## src/rtl/nibble_packer_ctrl_pkg.sv

```systemverilog
// -----------------------------------------------------------------------------
// nibble_pkg
// Shared definitions for the nibble packer slice: the nibble width, the
// controller state encoding and a helper that sizes the nibble counter.
// Optional feature macro used elsewhere in this slice: NIBBLE_PACKER_PARITY_EN.
// -----------------------------------------------------------------------------
package nibble_pkg;

    localparam int NIBBLE_W = 4;

    typedef enum logic {
        FILL = 1'b0,
        HOLD = 1'b1
    } state_t;

    // Counter must represent 0..N inclusive, where N = word_w / NIBBLE_W.
    function automatic int count_w(input int word_w);
        return $clog2(word_w / NIBBLE_W) + 1;
    endfunction

endpackage

```

## src/rtl/nibble_packer_ctrl_if.sv

```systemverilog
// -----------------------------------------------------------------------------
// nibble_packer_ctrl_if
// Bundles the nibble input handshake, the flush request and the word output
// handshake of the packer.
//   master : producer/consumer side (drives in_valid, in_nibble, flush,
//            out_ready)
//   slave  : packer side (drives in_ready, out_valid, out_word, out_count and,
//            with NIBBLE_PACKER_PARITY_EN defined, out_parity)
// -----------------------------------------------------------------------------
interface nibble_packer_ctrl_if #(
    parameter int WORD_W = 16
) ();
    import nibble_pkg::*;

    localparam int CNT_W = count_w(WORD_W);

    logic                in_valid;
    logic                in_ready;
    logic [NIBBLE_W-1:0] in_nibble;
    logic                flush;
    logic                out_valid;
    logic                out_ready;
    logic [WORD_W-1:0]   out_word;
    logic [CNT_W-1:0]    out_count;
`ifdef NIBBLE_PACKER_PARITY_EN
    logic                out_parity;

    modport master (
        output in_valid, in_nibble, flush, out_ready,
        input  in_ready, out_valid, out_word, out_count, out_parity
    );
    modport slave (
        input  in_valid, in_nibble, flush, out_ready,
        output in_ready, out_valid, out_word, out_count, out_parity
    );
`else
    modport master (
        output in_valid, in_nibble, flush, out_ready,
        input  in_ready, out_valid, out_word, out_count
    );
    modport slave (
        input  in_valid, in_nibble, flush, out_ready,
        output in_ready, out_valid, out_word, out_count
    );
`endif

endinterface

```

## src/rtl/nibble_packer_ctrl_pad_concat.sv

```systemverilog
// -----------------------------------------------------------------------------
// pad_concat
// Combinational left-padding of a partially filled accumulator.
//   acc  : accumulator, real nibbles right-aligned
//   k    : number of real nibbles (1..N); k == N passes acc through unpadded
//   word : acc with every nibble at or above position k replaced by PAD_BIT
// -----------------------------------------------------------------------------
module pad_concat
    import nibble_pkg::*;
#(
    parameter int   WORD_W  = 16,
    parameter logic PAD_BIT = 1'b1,
    localparam int  N       = WORD_W / NIBBLE_W,
    localparam int  CNT_W   = count_w(WORD_W)
) (
    input  logic [WORD_W-1:0] acc,
    input  logic [CNT_W-1:0]  k,
    output logic [WORD_W-1:0] word
);

    always_comb begin
        // NOTE: assign a default before any conditional update so that no
        // path leaves the output unassigned and infers a latch.
        word = {WORD_W{PAD_BIT}};
        for (int i = 0; i < N; i++) begin
            if (CNT_W'(i) < k) begin
                word[i*NIBBLE_W +: NIBBLE_W] = acc[i*NIBBLE_W +: NIBBLE_W];
            end
        end
    end

endmodule

```

## src/rtl/nibble_packer_ctrl.sv

```systemverilog
// -----------------------------------------------------------------------------
// nibble_packer_ctrl
// Packs 4-bit nibbles into a WORD_W-bit word. The word is emitted when full,
// or early on flush with the unfilled upper nibbles set to PAD_BIT. The result
// is held on the output until the consumer takes it.
// Ports:
//   clk   : system clock, rising edge
//   rst_n : asynchronous active-low reset
//   bus   : slave side of nibble_packer_ctrl_if (nibble input handshake,
//           flush request, word output handshake)
// Optional macro NIBBLE_PACKER_PARITY_EN adds bus.out_parity, the XOR
// reduction of out_word (pad bits included), registered alongside out_word.
// -----------------------------------------------------------------------------
module nibble_packer_ctrl
    import nibble_pkg::*;
#(
    parameter int   WORD_W  = 16,
    parameter logic PAD_BIT = 1'b1
) (
    input  logic                clk,
    input  logic                rst_n,
    nibble_packer_ctrl_if.slave bus
);

    localparam int             N     = WORD_W / NIBBLE_W;
    localparam int             CNT_W = count_w(WORD_W);
    localparam logic [CNT_W-1:0] N_CNT = CNT_W'(N);

    state_t              state, state_next;
    logic [WORD_W-1:0]   acc, acc_next;
    logic [CNT_W-1:0]    cnt, cnt_next;
    logic [WORD_W-1:0]   word_q, padded;
    logic [CNT_W-1:0]    count_q;
    logic                accept, full, flush_go, load, handoff;

    // Accept/flush are only honoured in FILL; a flush in HOLD is dropped.
    assign accept   = bus.in_valid && (state == FILL);
    assign acc_next = accept ? {acc[WORD_W-NIBBLE_W-1:0], bus.in_nibble} : acc;
    assign cnt_next = accept ? cnt + CNT_W'(1) : cnt;
    assign full     = accept && (cnt_next == N_CNT);
    // The same-cycle nibble is counted first, so an empty packer with a
    // simultaneous accept still flushes a one-nibble word.
    assign flush_go = (state == FILL) && bus.flush && (cnt_next != '0) && !full;
    assign load     = full || flush_go;
    assign handoff  = (state == HOLD) && bus.out_ready;

    // k == N on a full word, so the padder passes acc through unchanged.
    pad_concat #(
        .WORD_W  (WORD_W),
        .PAD_BIT (PAD_BIT)
    ) u_pad (
        .acc  (acc_next),
        .k    (cnt_next),
        .word (padded)
    );

    // State register.
    always_ff @(posedge clk or negedge rst_n) begin
        if (!rst_n) begin
            // NOTE: sequential state uses non-blocking assignments so every
            // register samples pre-edge values regardless of block order.
            state <= FILL;
        end else begin
            state <= state_next;
        end
    end

    // Next-state logic.
    always_comb begin
        state_next = state;
        case (state)
            FILL:    if (load)    state_next = HOLD;
            HOLD:    if (handoff) state_next = FILL;
            default: state_next = FILL;
        endcase
    end

    // Output logic.
    always_comb begin
        bus.in_ready  = (state == FILL);
        bus.out_valid = (state == HOLD);
        bus.out_word  = word_q;
        bus.out_count = count_q;
    end

    // Accumulator, counter and held result.
    always_ff @(posedge clk or negedge rst_n) begin
        if (!rst_n) begin
            acc     <= '0;
            cnt     <= '0;
            word_q  <= '0;
            count_q <= '0;
        end else if (state == FILL) begin
            acc <= acc_next;
            cnt <= cnt_next;
            if (load) begin
                word_q  <= padded;
                count_q <= cnt_next;
            end
        end else if (handoff) begin
            acc <= '0;
            cnt <= '0;
        end
    end

`ifdef NIBBLE_PACKER_PARITY_EN
    logic parity_q;

    always_ff @(posedge clk or negedge rst_n) begin
        if (!rst_n) begin
            parity_q <= 1'b0;
        end else if (state == FILL && load) begin
            parity_q <= ^padded;
        end
    end

    assign bus.out_parity = parity_q;
`endif

endmodule

```

## src/flat_wrapper.sv

```systemverilog
// flat-port wrapper written by rule: the top's interface ports become plain ports
module nibble_packer_ctrl_flat import nibble_pkg::*;
#(
    parameter int   WORD_W  = 16,
    parameter logic PAD_BIT = 1'b1
)
  (clk, rst_n, bus_in_valid, bus_in_nibble, bus_flush, bus_out_ready, bus_in_ready, bus_out_valid, bus_out_word, bus_out_count);
  nibble_packer_ctrl_if #(.WORD_W(WORD_W)) bus_i ();
  input  logic clk;
  input  logic rst_n;
  input wire logic [$bits(bus_i.in_valid)-1:0] bus_in_valid;
  input wire logic [$bits(bus_i.in_nibble)-1:0] bus_in_nibble;
  input wire logic [$bits(bus_i.flush)-1:0] bus_flush;
  input wire logic [$bits(bus_i.out_ready)-1:0] bus_out_ready;
  output wire logic [$bits(bus_i.in_ready)-1:0] bus_in_ready;
  output wire logic [$bits(bus_i.out_valid)-1:0] bus_out_valid;
  output wire logic [$bits(bus_i.out_word)-1:0] bus_out_word;
  output wire logic [$bits(bus_i.out_count)-1:0] bus_out_count;
  assign bus_i.in_valid = bus_in_valid;
  assign bus_i.in_nibble = bus_in_nibble;
  assign bus_i.flush = bus_flush;
  assign bus_i.out_ready = bus_out_ready;
  assign bus_in_ready = bus_i.in_ready;
  assign bus_out_valid = bus_i.out_valid;
  assign bus_out_word = bus_i.out_word;
  assign bus_out_count = bus_i.out_count;
  nibble_packer_ctrl #(.WORD_W(WORD_W), .PAD_BIT(PAD_BIT)) u_core (.clk(clk), .rst_n(rst_n), .bus(bus_i));
endmodule
```

## config.mk

```make
export PLATFORM = sky130hd
export DESIGN_NAME = nibble_packer_ctrl_flat
export DESIGN_NICKNAME = d
export VERILOG_FILES = /design/src/rtl/nibble_packer_ctrl_pkg.sv /design/src/rtl/nibble_packer_ctrl_if.sv /design/src/rtl/nibble_packer_ctrl_pad_concat.sv /design/src/rtl/nibble_packer_ctrl.sv /design/src/flat_wrapper.sv
export SDC_FILE = /design/constraint.sdc
export NUM_CORES = 1
export LEC_CHECK = 0
export ABC_AREA = 1
export BUFFER_PORTS_ARGS = -buffer_cell sky130_fd_sc_hd__buf_2
export CAP_MARGIN = 20
export CORE_UTILIZATION = 45
export CTS_CLUSTER_DIAMETER = 60
export DETAILED_ROUTE_END_ITERATION = 16
export PLACE_DENSITY = 0.66
export SETUP_SLACK_MARGIN = 0.05
export SLEW_MARGIN = 20
export SYNTH_ARGS = -nofsm -noshare
export SYNTH_HDL_FRONTEND = slang
export SYNTH_SLANG_ARGS = --single-unit
```

## constraint.sdc

```tcl
create_clock -name clk -period 2.7 [get_ports clk]
set_input_delay 0.675 -clock clk [delete_from_list [all_inputs] [get_ports clk]]
set_output_delay 0.675 -clock clk [all_outputs]
set_load 0.01 [all_outputs]
```

==> run_results.csv, run 1 <==
group,metric,value,unit
sta,tightest_slew,0.868,ns
die,die_width,66.2,µm
cells_and_area,layout-drive-gt1-share,19.1,%
power,p_total,2.96,mW
clock_network,cts_tree,"done",
sta,min_period_over_period,69.9,%
setup_path,worstPathMaxFanout,21,
clock_network,cts_setup_buffers,0,
place,place_area,2020,µm²
setup_path,reg2regPathDepth,11,
routing,routed_wl,4120,µm
routing,vias_per_cell,5.25,
sta,setup_viol,0,
yosys,syn-cell-area,1860,µm²
clock_network,cts_made_buffers,5,
cells_and_area,nFillCells,372,
yosys,synth_top_area_cell,"dfrtp_1",
die,std_cell_rows,22,
die,io_pins,30,
yosys,synth_ff_type,"dfrtp_1",
global_routing,busiest_layer,"met2",
cells_and_area,multi_input_area,711,µm²
yosys,netlist_instances,229,
die,die_y,66.2,µm
routing,wl_per_cell,13.5,µm
global_routing,grt_pass1_vias,1520,
cells_and_area,nets,266,
routing,via_count,1600,
die,initial_utilization,48.8,%
yosys,synthTopCellsByCount,"83 x nand2_1, 39 x dfrtp_1, 24 x inv_1",
worst_hold_path,hold_class,"input port to async pin",
routing,ant_nets,0,
global_routing,antenna_found_initial,0,
sta,setup_ws,0.812,ns
setup_path,crit_type,"input port to flip-flop",
sta,slew_headroom,42.1,%
place,portBuffers,29,
cells_and_area,finalNonFillerCells,305,
sta,timing.hold.ws,0.488,ns
sta,finalSetupTns,0,ns
setup_path,worstReg2RegStart,"u_core.bus.out_valid$_DFF_PN0_",
setup_path,worst_setup_path_start_kind,"input port",
clock_network,holdBufCountCts,0,
yosys,synth_top_area_share,52.6,%
cells_and_area,fin_area,2150,µm²
power,leakage,1.17,nW
place,routabilityCongestion,0.856,
flow_run,max_cap_viol_count,0,
sta,fmax,0.530,GHz
routing,route.detailed.drc,0,
place,preCtsSetupSlack,0.505,ns
yosys,yosys_warnings,0,
clock_network,cts-root-buf,"clkbuf_8",
setup_path,cp.required,2.89,ns
routing,drtPass1Iterations,4,
cells_and_area,seq_area,976,µm²
clock_network,cts_buffer_depth,2,
yosys,synth_cell_type_count,18,
yosys,synth.area.top_cells,"dfrtp_1 53%, nand2_1 17%, o22ai_1 6.4%",
setup_path,cp-end-kind,"flip-flop",
yosys,async_flop_share,100,%
clock_network,clk_pin_slew,0.08,ns
place,hpwl,2770,µm
routing,drtIter0Drc,134,
place,dpl.cell_count,297,
setup_path,rrSetupSlack,0.82,ns
die,core_area,3800,µm²
cells_and_area,fin_util,56.6,%
cells_and_area,area_growth,15.8,%
sta,hold_viol,0,
clock_network,clk_latency,0.30,ns
global_routing,met3_usage,6.38,%
yosys,ys_seq_area_share,52.6,%
global_routing,met1_usage,31.3,%
global_routing,grt_first_pass_wirelength,7270,µm
yosys,syn_avg_cell_area,8.10,µm²
sta,skew,0.00801,ns
global_routing,grt_usage,22.4,%
setup_path,worst-endpoint-arrival,2.08,ns
outcome,outcome,"complete, no violations",
yosys,synth_edf_count,0,
power,p_per_area,1380,nW/µm²
cells_and_area,antenna_cells,0,
die,die-area,4380,µm²
global_routing,global_route.usage.met2,33.4,%
power,peakVddDrop,0.690,mV
setup_path,r2r_end,"u_core.bus.out_word[6]$_DFFE_PN0P_",
yosys,yosysMostFrequentCell,"nand2_1",
global_routing,grt_max_degree,40,
yosys,synth_nets,239,
yosys,ys_ff_latch,39,
clock_network,cts_sinks,39,
clock_network,htree_num_levels,2,
sta,report.final.slew_viol_count,0,
global_routing,grt-ovfl-total,0,
sta,min_period,1.89,ns
clock_network,post_cts_resized,0,
sta,rsz0062_at_grt,"false",
## layout make-up
cell class	instances	share of cell area [%]
Sequential cell	39	45.4
Inverter	25	4.37
Clock buffer	6	3.38
Tap cell	48	2.80
Multi-Input combinational cell	152	33.1
Timing Repair Buffer	33	8.15
Clock inverter	2	2.80
## where the power goes
part | leakage, nW | total (mW) | internal [mW] | switching, mW
Combinational | 0.621 | 1.36 | 0.482 | 0.882
Clock | 0.0654 | 0.587 | 0.370 | 0.218
Sequential | 0.483 | 1.01 | 0.865 | 0.143
## layer usage
layer	part of all wire, %	up-vias
met5	0	-
met4	1.4	0
met3	9.0	6
met2	41	64
met1	49	731
li1	-	799
## worst max-delay path, cell delays in order
cell,delay [ns]
buf_2,0.10
nand2_1,0.15
buf_4,0.22
nand2_2,0.06
nand2_2,0.07
nor2_4,0.12
nand2_2,0.10
nand2_4,0.22
nand2_4,0.19
nand2_1,0.11
nand2_1,0.05
## cells in the final DEF, fill, tap and decap left out
cell / Yosys / routed
o21ai_1: 1 / 1
nand3_1: 22 / 22
inv_1: 24 / 24
or2_2: 1 / 1
o21ai_0: 16 / 16
o22ai_1: 19 / 19
buf_4: 2 / 4
nand2_4: 2 / 2
ha_1: 1 / 1
buf_2: 3 / 29
nand2_2: 4 / 4
inv_2: 1 / 1
clkbuf_8: 0 / 5
bufinv_16: 0 / 2
dfrtp_1: 39 / 39
nand2_1: 83 / 83
nor2_4: 1 / 1
nor2_1: 2 / 2
clkbuf_1: 6 / 1
## cells by family after synthesis
| logic type | Yosys count | synth area share [%] |
|---|---|---|
| compound gates | 36 | 11.0 |
| fa+ha+maj | 1 | 0.674 |
| buf+inv | 38 | 9.10 |
| flops | 39 | 52.6 |
| simple gates | 115 | 26.6 |
## worst max path at each step
stage / startpoint / to / slack [ns]
after floorplan: bus_in_valid / u_core.bus.out_count[2]$_DFFE_PN0P_ / 1.02
after global placement: bus_in_valid / u_core.bus.out_word[2]$_DFFE_PN0P_ / 0.54
after detailed placement: bus_in_valid / u_core.bus.out_word[1]$_DFFE_PN0P_ / 0.51
after CTS: bus_in_valid / u_core.bus.out_word[6]$_DFFE_PN0P_ / 0.83
after global routing: u_core.bus.out_valid$_DFF_PN0_ / u_core.bus.out_word[6]$_DFFE_PN0P_ / 0.59
final: bus_in_valid / u_core.bus.out_word[6]$_DFFE_PN0P_ / 0.81
## registers in the layout, summed over array words and instances, names as in the netlist
signal                flops
u_core.acc               16
u_core.bus.out_word      16
u_core.bus.out_count      3
u_core.cnt                3
u_core.bus.out_valid      1
(Power assumes the default switching activity.)
==> inputs of run 2 (changes only) <==
Clock period 2.7 ns to 1.8 ns, I/O delays scaled along.
==> run_results.csv, run 2 (synthesis results as in run 1) <==
group,metric,value,unit
outcome,outcome,"complete, no violations",
routing,wl_per_cell,12.9,µm
clock_network,cts_tree,"done",
power,p_total,4.23,mW
clock_network,cts-root-buf,"clkbuf_8",
sta,rsz0062_at_grt,"true",
cells_and_area,layout-drive-gt1-share,21.1,%
global_routing,grt_pass1_vias,1519,
cells_and_area,nFillCells,373,
global_routing,grt_usage,20.7,%
sta,fmax,0.605,GHz
clock_network,cts_sinks,39,
sta,setup_viol,0,
global_routing,grt_first_pass_wirelength,6660,µm
cells_and_area,layout_commonest_cell,"nand2_1",
sta,finalSetupTns,0,ns
routing,drtIter0Drc,79,
sta,hold_viol,0,
routing,routed_wl,3980,µm
power,p_per_area,1960,nW/µm²
routing,drtPass1Iterations,5,
clock_network,cts_buffer_depth,2,
clock_network,cts_made_buffers,5,
flow_run,max_cap_viol_count,0,
setup_path,worstReg2RegStart,"u_core.cnt[0]$_DFFE_PN0P_",
die,core_area,3800,µm²
power,peakVddDrop,1.31,mV
setup_path,crit_type,"flip-flop to flip-flop",
die,die_y,66.2,µm
power,internal_power,2.36,mW
power,p_seq_share,35.4,%
routing,via_count,1572,
setup_path,reg2regPathDepth,8,
die,die_width,66.2,µm
cells_and_area,final_cell_mix,"81 x nand2_1, 39 x dfrtp_1, 29 x buf_2",
sta,skew,0.00812,ns
routing,vias_per_cell,5.09,
power,swShare,44.1,%
die,die-area,4380,µm²
power,leakage,1.17,nW
routing,ant_nets,0,
sta,timing.hold.ws,0.196,ns
setup_path,r2r_end,"u_core.bus.out_word[15]$_DFFE_PN0P_",
routing,route.detailed.drc,0,
clock_network,holdBufCountCts,0,
sta,slew_headroom,67.6,%
cells_and_area,area_growth,16.5,%
global_routing,antenna_found_initial,0,
power,combPwrFrac,50.9,%
setup_path,cp-end-kind,"flip-flop",
worst_hold_path,hold_class,"input port to async pin",
clock_network,clk_pin_slew,0.08,ns
clock_network,cts_setup_buffers,0,
setup_path,worst-endpoint-arrival,1.84,ns
setup_path,rrSetupSlack,0.15,ns
place,routabilityCongestion,0.796,
place,hpwl,2640,µm
clock_network,clk_latency,0.30,ns
sta,min_period,1.65,ns
power,clkPwrFrac,13.7,%
setup_path,worst_setup_path_start_kind,"flip-flop",
clock_network,post_cts_resized,0,
cells_and_area,nets,270,
setup_path,worstPathMaxFanout,12,
sta,tightest_slew,0.486,ns
clock_network,htree_num_levels,2,
sta,min_period_over_period,91.9,%
place,portBuffers,29,
global_routing,grt-ovfl-total,0,
die,initial_utilization,48.8,%
sta,report.final.slew_viol_count,0,
die,io_pins,30,
power,switchingPower,1.87,mW
die,std_cell_rows,22,
setup_path,cp.required,1.99,ns
cells_and_area,antenna_cells,0,
global_routing,grt_max_degree,40,
## run 2: worst max-delay path by stage
stage	startpoint	to	slack (ns)	cells after the start
2_1_floorplan	u_core.bus.out_valid$_DFF_PN0_	u_core.bus.out_count[2]$_DFFE_PN0P_	0.24	12
3_3_place_gp	bus_in_valid	u_core.bus.out_count[0]$_DFFE_PN0P_	0.14	8
3_5_place_dp	bus_in_valid	u_core.bus.out_word[15]$_DFFE_PN0P_	0.08	10
4_1_cts	u_core.cnt[0]$_DFFE_PN0P_	u_core.bus.out_count[0]$_DFFE_PN0P_	0.11	9
5_1_grt	u_core.cnt[0]$_DFFE_PN0P_	u_core.bus.out_count[0]$_DFFE_PN0P_	0.04	9
6_report	u_core.cnt[0]$_DFFE_PN0P_	u_core.bus.out_word[15]$_DFFE_PN0P_	0.15	8
## run 2: final cells by class
cell class | count | area [µm²] | area share, %
flip-flops and latches | 39 | 976 | 45.2
multi-input cells | 152 | 733 | 33.9
repair buffers | 37 | 213 | 9.84
inverters | 25 | 93.8 | 4.34
clock buffers | 6 | 72.6 | 3.36
well taps | 48 | 60.1 | 2.78
clock inverters | 2 | 12.5 | 0.579
## run 2: metrics by stage
stage          cell area [µm²]  worst slack (ns)  instances  util, %
5_1_grt                   2160            0.0402        309     56.9
4_1_cts                   2130             0.114        309     56.1
6_report                  2160             0.146        309     56.9
2_1_floorplan             1860             0.238        229        -
3_3_place_gp              2050             0.135        301     53.9
3_5_place_dp              2050            0.0833        301     53.9
## run 2: metal layers
metal	GRT usage [%]	wire length, µm	up-vias
met4	8.78	55	0
met1	26.6	1910	730
li1	-	-	801
met2	33.2	1810	36
met5	0	0	-
met3	4.83	206	5
## run 2: critical path, stage by stage (launching register included)
cell,delay (ns)
dfrtp_1,0.41
ha_1,0.31
nand3_1,0.09
nand2_2,0.09
nor2_4,0.12
nand2_1,0.16
buf_4,0.23
nand3_1,0.09
nand2_1,0.06
## run 2: power groups by stage
stage               Sequential, mW  Combinational [mW]  Clock (mW)
floorplan                     1.60                1.41           0
global placement              1.51                2.06           0
detailed placement            1.52                2.09           0
CTS                           1.50                2.10       0.599
global route                  1.54                2.49       0.622
finish                        1.50                2.15       0.581
